<file path="src/rtl/rr_arb8_pkg.sv">
// Shared constants and FSM encoding for the 8-way round-robin arbiter.
package rr_pkg;

  localparam int N_REQ = 8;
  localparam int IDX_W = 3;

  // IDLE: no grant outstanding. GRANT: gnt/gnt_idx hold a live winner.
  typedef enum logic {
    IDLE  = 1'b0,
    GRANT = 1'b1
  } state_t;

endpackage

</file>
<file path="src/rtl/rr_arb8_if.sv">
// Request/grant bundle between the requesters and the arbiter.
//
// Handshake: req is level-sensitive. A requester keeps its bit high for as
// long as it wants the resource. The arbiter answers with a registered
// one-hot gnt (plus gnt_idx/gnt_vld) one edge after it decides, and it holds
// that answer until the winner drops req or the hold limit is reached. There
// is no separate ready or acknowledge: gnt itself is the permission to use
// the resource in that cycle.
interface rr_arb8_if;
  import rr_pkg::*;

  logic [N_REQ-1:0] req;
  logic [N_REQ-1:0] gnt;
  logic [IDX_W-1:0] gnt_idx;
  logic             gnt_vld;

  modport master (output req, input gnt, input gnt_idx, input gnt_vld);
  modport slave  (input req, output gnt, output gnt_idx, output gnt_vld);

endinterface

</file>
<file path="src/rtl/rr_arb8_penc8.sv">
// Rotating-priority 8-to-3 encoder: finds the first set request at or after
// ptr, wrapping modulo 8. The search order is ptr, ptr+1, ..., ptr+7.
module rr_penc8
  import rr_pkg::*;
(
  input  logic [N_REQ-1:0] req,
  input  logic [IDX_W-1:0] ptr,
  output logic [IDX_W-1:0] idx,
  output logic             any
);

  logic [2*N_REQ-1:0] req_dbl;
  logic [N_REQ-1:0]   req_rot;
  logic [IDX_W-1:0]   enc;

  // Duplicating the vector turns the right-rotate by ptr into a plain slice.
  assign req_dbl = {req, req};
  assign req_rot = req_dbl[ptr +: N_REQ];

  // Fixed-priority encode of the rotated vector, LSB wins.
  always_comb begin
    enc = '0;
    for (int i = N_REQ - 1; i >= 0; i--) begin
      if (req_rot[i]) enc = IDX_W'(i);
    end
  end

  // Undo the rotation; 3-bit addition wraps modulo 8.
  assign idx = enc + ptr;
  assign any = |req;

endmodule

</file>
<file path="src/rtl/rr_arb8.sv">
// Round-robin arbiter for 8 requesters with a registered grant and a
// per-grant hold limit. A released grant hands over on the same edge, so the
// resource sees no idle cycle while anyone is waiting.
module rr_arb8
  import rr_pkg::*;
#(
  parameter int HOLD_MAX = 4
)(
  input  logic       clk,
  input  logic       rst,
  rr_arb8_if.slave   bus,
  output state_t     dbg_state
);

  state_t           state_q, state_d;
  logic [IDX_W-1:0] ptr_q, ptr_d;
  logic [IDX_W-1:0] idx_q, idx_d;
  logic [3:0]       cnt_q, cnt_d;
  logic [N_REQ-1:0] gnt_q, gnt_d;
  logic             vld_q, vld_d;

  logic [IDX_W-1:0] arb_ptr;
  logic [IDX_W-1:0] win_idx;
  logic             win_any;
  logic             cur_req;
  logic             at_limit;

  assign cur_req  = bus.req[idx_q];
  assign at_limit = (cnt_q == 4'(HOLD_MAX));

  // While granting, the encoder already searches from the post-release
  // pointer so a handover can be loaded on the same edge as the release.
  assign arb_ptr = (state_q == GRANT) ? idx_q + 3'd1 : ptr_q;

  rr_penc8 u_penc (
    .req (bus.req),
    .ptr (arb_ptr),
    .idx (win_idx),
    .any (win_any)
  );

  // Next-state and next-output decision.
  always_comb begin
    state_d = state_q;
    ptr_d   = ptr_q;
    idx_d   = idx_q;
    cnt_d   = cnt_q;
    gnt_d   = gnt_q;
    vld_d   = vld_q;
    case (state_q)
      IDLE: begin
        if (win_any) begin
          state_d = GRANT;
          idx_d   = win_idx;
          gnt_d   = N_REQ'(1) << win_idx;
          vld_d   = 1'b1;
          cnt_d   = 4'd1;
        end
      end
      GRANT: begin
        if (cur_req && !at_limit) begin
          cnt_d = cnt_q + 4'd1;
        end else begin
          ptr_d = idx_q + 3'd1;
          if (win_any) begin
            idx_d = win_idx;
            gnt_d = N_REQ'(1) << win_idx;
            vld_d = 1'b1;
            cnt_d = 4'd1;
          end else begin
            state_d = IDLE;
            idx_d   = '0;
            gnt_d   = '0;
            vld_d   = 1'b0;
            cnt_d   = '0;
          end
        end
      end
      default: begin
        state_d = IDLE;
        idx_d   = '0;
        gnt_d   = '0;
        vld_d   = 1'b0;
        cnt_d   = '0;
      end
    endcase
  end

  // State, pointer, hold counter and output registers.
  always_ff @(posedge clk) begin
    if (rst) begin
      state_q <= IDLE;
      ptr_q   <= '0;
      idx_q   <= '0;
      cnt_q   <= '0;
      gnt_q   <= '0;
      vld_q   <= 1'b0;
    end else begin
      state_q <= state_d;
      ptr_q   <= ptr_d;
      idx_q   <= idx_d;
      cnt_q   <= cnt_d;
      gnt_q   <= gnt_d;
      vld_q   <= vld_d;
    end
  end

  assign bus.gnt     = gnt_q;
  assign bus.gnt_idx = idx_q;
  assign bus.gnt_vld = vld_q;
  assign dbg_state   = state_q;

endmodule

</file>
<file path="src/flat_wrapper.sv">
// flat-port wrapper written by rule: the top's interface ports become plain ports
module rr_arb8_flat import rr_pkg::*;
#(
  parameter int HOLD_MAX = 4
)
  (clk, rst, dbg_state, bus_req, bus_gnt, bus_gnt_idx, bus_gnt_vld);
  rr_arb8_if bus_i ();
  input  logic clk;
  input  logic rst;
  output state_t dbg_state;
  input wire logic [$bits(bus_i.req)-1:0] bus_req;
  output wire logic [$bits(bus_i.gnt)-1:0] bus_gnt;
  output wire logic [$bits(bus_i.gnt_idx)-1:0] bus_gnt_idx;
  output wire logic [$bits(bus_i.gnt_vld)-1:0] bus_gnt_vld;
  assign bus_i.req = bus_req;
  assign bus_gnt = bus_i.gnt;
  assign bus_gnt_idx = bus_i.gnt_idx;
  assign bus_gnt_vld = bus_i.gnt_vld;
  rr_arb8 #(.HOLD_MAX(HOLD_MAX)) u_core (.clk(clk), .rst(rst), .bus(bus_i), .dbg_state(dbg_state));
endmodule
</file>
<file path="config.mk">
export PLATFORM = sky130hd
export DESIGN_NAME = rr_arb8_flat
export DESIGN_NICKNAME = d
export VERILOG_FILES = /design/src/rtl/rr_arb8_pkg.sv /design/src/rtl/rr_arb8_if.sv /design/src/rtl/rr_arb8_penc8.sv /design/src/rtl/rr_arb8.sv /design/src/flat_wrapper.sv
export SDC_FILE = /design/constraint.sdc
export NUM_CORES = 1
export LEC_CHECK = 0
export ABC_AREA = 1
export CAP_MARGIN = 25
export CORE_MARGIN = 10
export CORE_UTILIZATION = 40
export DETAILED_ROUTE_END_ITERATION = 10
export GPL_ROUTABILITY_DRIVEN = 1
export PLACE_DENSITY = 0.69
export SLEW_MARGIN = 0
export SYNTH_ARGS = -nofsm -noshare
export SYNTH_HDL_FRONTEND = slang
export SYNTH_SLANG_ARGS = --single-unit
</file>
<file path="constraint.sdc">
create_clock -name clk -period 2.8 [get_ports clk]
set_clock_uncertainty 0.15 [all_clocks]
set_input_delay 0.84 -clock clk [delete_from_list [all_inputs] [get_ports clk]]
set_output_delay 0.84 -clock clk [all_outputs]
set_load 0.005 [all_outputs]
</file>
==> flow_summary.ini <==
[setup_path]
crit_type = flip-flop to flip-flop
rr_startpoint = u_core.bus.gnt_idx[0]$_SDFFE_PP0P_
path_max_fanout = 8
cp_common_cell = nand2_2
rr_endpoint = u_core.bus.gnt[3]$_SDFFE_PP0P_
cpLargestDelayFamily = simple AND/OR/NAND/NOR gates
slowest_delay_ns = 0.40
endpoint_kind = flip-flop
startpoint_type = flip-flop
cp_cell_sequence = ha_4, nand2_4, o21ai_4, nand3_2, nand3_2, nand2_2, inv_2, nand2_2, nand2_1, nand2_1, nand2_2, nand3_4, fa_2, xor2_2, inv_1, nand3_2, nand2_2, buf_6, nand4_1, a21oi_1
reg2regPathDepth = 20
cp.arrival_ns = 3.06
crit_buf_inv = 3
r2r_slack_ns = -0.22
critPathSlowestCell = fa_2
required_ns = 2.84

[power_and_ir_drop]
p_total_mw = 2.73
p_clk_share_pct = 8.1
swShare_pct = 45.7
p_seq_share_pct = 15.1
power_density_nw_per_um2 = 1100
p_int_mw = 1.48
p_leak_nw = 1.14
combPwrFrac_pct = 76.8
max-vdd-ir-drop_v = 0.000702
p_sw_mw = 1.25

[detailed_routing]
wl_per_cell_um = 12.9
drt_pass1_iterations = 4
drt_iter0_drc = 103
via_per_inst = 5.11
routed_wl_mm = 4.74
drc = 0
ant_nets = 0
vias = 1881

[global_route]
antenna_found_initial = 0
track_usage_pct = 14.7
grt_pass1_wl_mm = 7.89
grt_max_degree = 12
grt-ovfl-total = 0
grt_pass1_vias = 1796

[finish]
multi_input_area_um2 = 1230
fin_nets = 335
synthToLayoutAreaGrowth_pct = 59.5
n_antenna_cell = 0
drive_above_1_share_pct = 41.6
area.sequential_um2 = 407
fill_cells = 342

[clocking]
numCtsBuffers = 3
clock_latency_ns = 0.26
cts_buffer_depth = 2
cts_tree = done
hold_buffers = 0
cts_root_buf = clkbuf_8
htreeDepth = 1
clock_sinks = 20
path_clk_slew_ns = 0.07

[timing]
period_minus_slack_ns = 3.02
setup_ws_ns = -0.215
maxSlewHeadroom_pct = 75.5
worst_slew_pin_slew_ns = 0.366
setup_viol = 10
final.setup.tns_ns = -1.49
max_freq_ghz = 0.332
rsz0062_at_grt = yes
slew_viol_final = 0
fin_crit_sh_pct = 108
final_hold_viol_count = 0

[outcome]
violations = setup timing
status = finished with violations

[placement]
place.gp.congestion = 0.858
port_buffers = 22
hpwl_mm = 3.45

[synthesis]
yosysWarnings = 0
synth.area.top_cells = dfxtp_1, nand2_1, nand3_1, a21oi_1, inv_1
synth_mux_area_share_pct = 0
synth.most_common_cell = nand2_1
synth_top_family_by_area = simple AND/OR/NAND/NOR gates
yosys.area_share.adder_pct = 3.71
synth_compound_area_share_pct = 15.7
synth-main-ff-cell = dfxtp_1
ys_seq_elements = 20
synth.avg_cell_area_um2 = 6.30
synthDominantCellAreaShare_pct = 25.8
syn_nets = 260
synth_common_cells = nand2_1, nand3_1, a21oi_1
synth_area_um2 = 1550
synthArstFlopShare_pct = 0
syn_inst = 246
synthSimpleGateAreaFrac_pct = 45.3
synth.distinct_cells = 31
synth_xor_area_share_pct = 1.69
synth_top_area_cell = dfxtp_1
yosysSeqAreaShare_pct = 25.8
synth_edf_count = 0

[floorplanning]
die_h_um = 82.3
start_util_pct = 41.7
rows = 22
die_w_um = 82.3
ioPinCount = 23
core_um2 = 3720
dieArea_um2 = 6770

[min_path]
min_path_type = flip-flop to flip-flop
min_to = u_core.ptr_q[2]$_SDFFE_PP0P_
hold_depth = 2
min-delay-start = u_core.ptr_q[2]$_SDFFE_PP0P_

[flow_run]
drv_cap = 0
worst min-delay path: stages, from the launching register on:
cell,delay (ns)
dfxtp_1,0.31
inv_1,0.05
a21oi_1,0.05
per-layer routing:
layer	global-route usage [%]	vias to the layer above	wire length (um)
li1	-	959	-
met1	16.6	873	1980
met4	7.14	0	124
met2	25.1	38	2370
met3	3.56	11	268
met5	0	-	0
flip-flops by register name, indices dropped and copies added (netlist names):
register	cells
u_core.cnt_q	4
u_core.ptr_q	3
u_core.dbg_state	1
u_core.bus.gnt_idx	3
u_core.bus.gnt	8
u_core.bus.gnt_vld	1
through the flow:
stage	utilization [%]	instances	worst slack [ns]	instance area, um2	hold WS [ns]
after floorplan	-	246	-0.0866	1580	0.273
after global placement	58.0	353	-0.732	2160	0.281
after detailed placement	58.0	353	-0.792	2160	0.284
after CTS	65.8	368	-0.158	2450	0.295
after global routing	66.5	368	-0.356	2470	0.316
final	66.5	368	-0.215	2470	0.295
timing repair:
item	4_1_cts	5_1_grt
setup buffers	11	0
endpoints found under the setup margin	11	10
gates resized for setup	81	9
pin swaps	36	14
final cells by class:
class	count	area share, %
multi-input combinational	197	49.9
timing repair buffer	75	25.2
sequential	20	16.4
inverter	24	3.74
tap	48	2.43
clock buffer	4	2.23
cells by family after synthesis:
family,after synthesis
xor+xnor,3
fa+ha+maj,4
flops,20
compound gates,41
buf+inv,29
simple gates,149
how the worst max path moves through the flow:
stage          slack, ns                               start  cells past startpoint                              to
6_report           -0.22  u_core.bus.gnt_idx[0]$_SDFFE_PP0P_                     20  u_core.bus.gnt[3]$_SDFFE_PP0P_
5_1_grt            -0.36  u_core.bus.gnt_idx[0]$_SDFFE_PP0P_                     23  u_core.bus.gnt[0]$_SDFFE_PP0P_
4_1_cts            -0.16  u_core.bus.gnt_idx[0]$_SDFFE_PP0P_                     20  u_core.bus.gnt[3]$_SDFFE_PP0P_
3_5_place_dp       -0.79                          bus_req[6]                     20  u_core.bus.gnt[5]$_SDFFE_PP0P_
3_3_place_gp       -0.73                          bus_req[1]                     21  u_core.bus.gnt[1]$_SDFFE_PP0P_
2_1_floorplan      -0.09                          bus_req[6]                     19  u_core.bus.gnt[5]$_SDFFE_PP0P_
power by group through the flow:
stage          Combinational (mW)  Sequential (mW)  Clock [mW]
2_1_floorplan                1.01            0.418           0
3_3_place_gp                 1.67            0.409           0
3_5_place_dp                 1.70            0.409           0
4_1_cts                      2.03            0.412       0.228
5_1_grt                      2.30            0.422       0.233
6_report                     2.09            0.413       0.221
placed cells by master (no fill, tap or decap), drive strengths merged, types with 4 or more instances in the layout:
cell            n
dfxtp          20
nand4           5
buf            61
a21oi          23
nand2          98
nand3          34
nor2            8
inv            24
clkdlybuf4s50  14
o21ai          15
clkbuf          4
No activity file was read; power rests on OpenSTA's default activity.
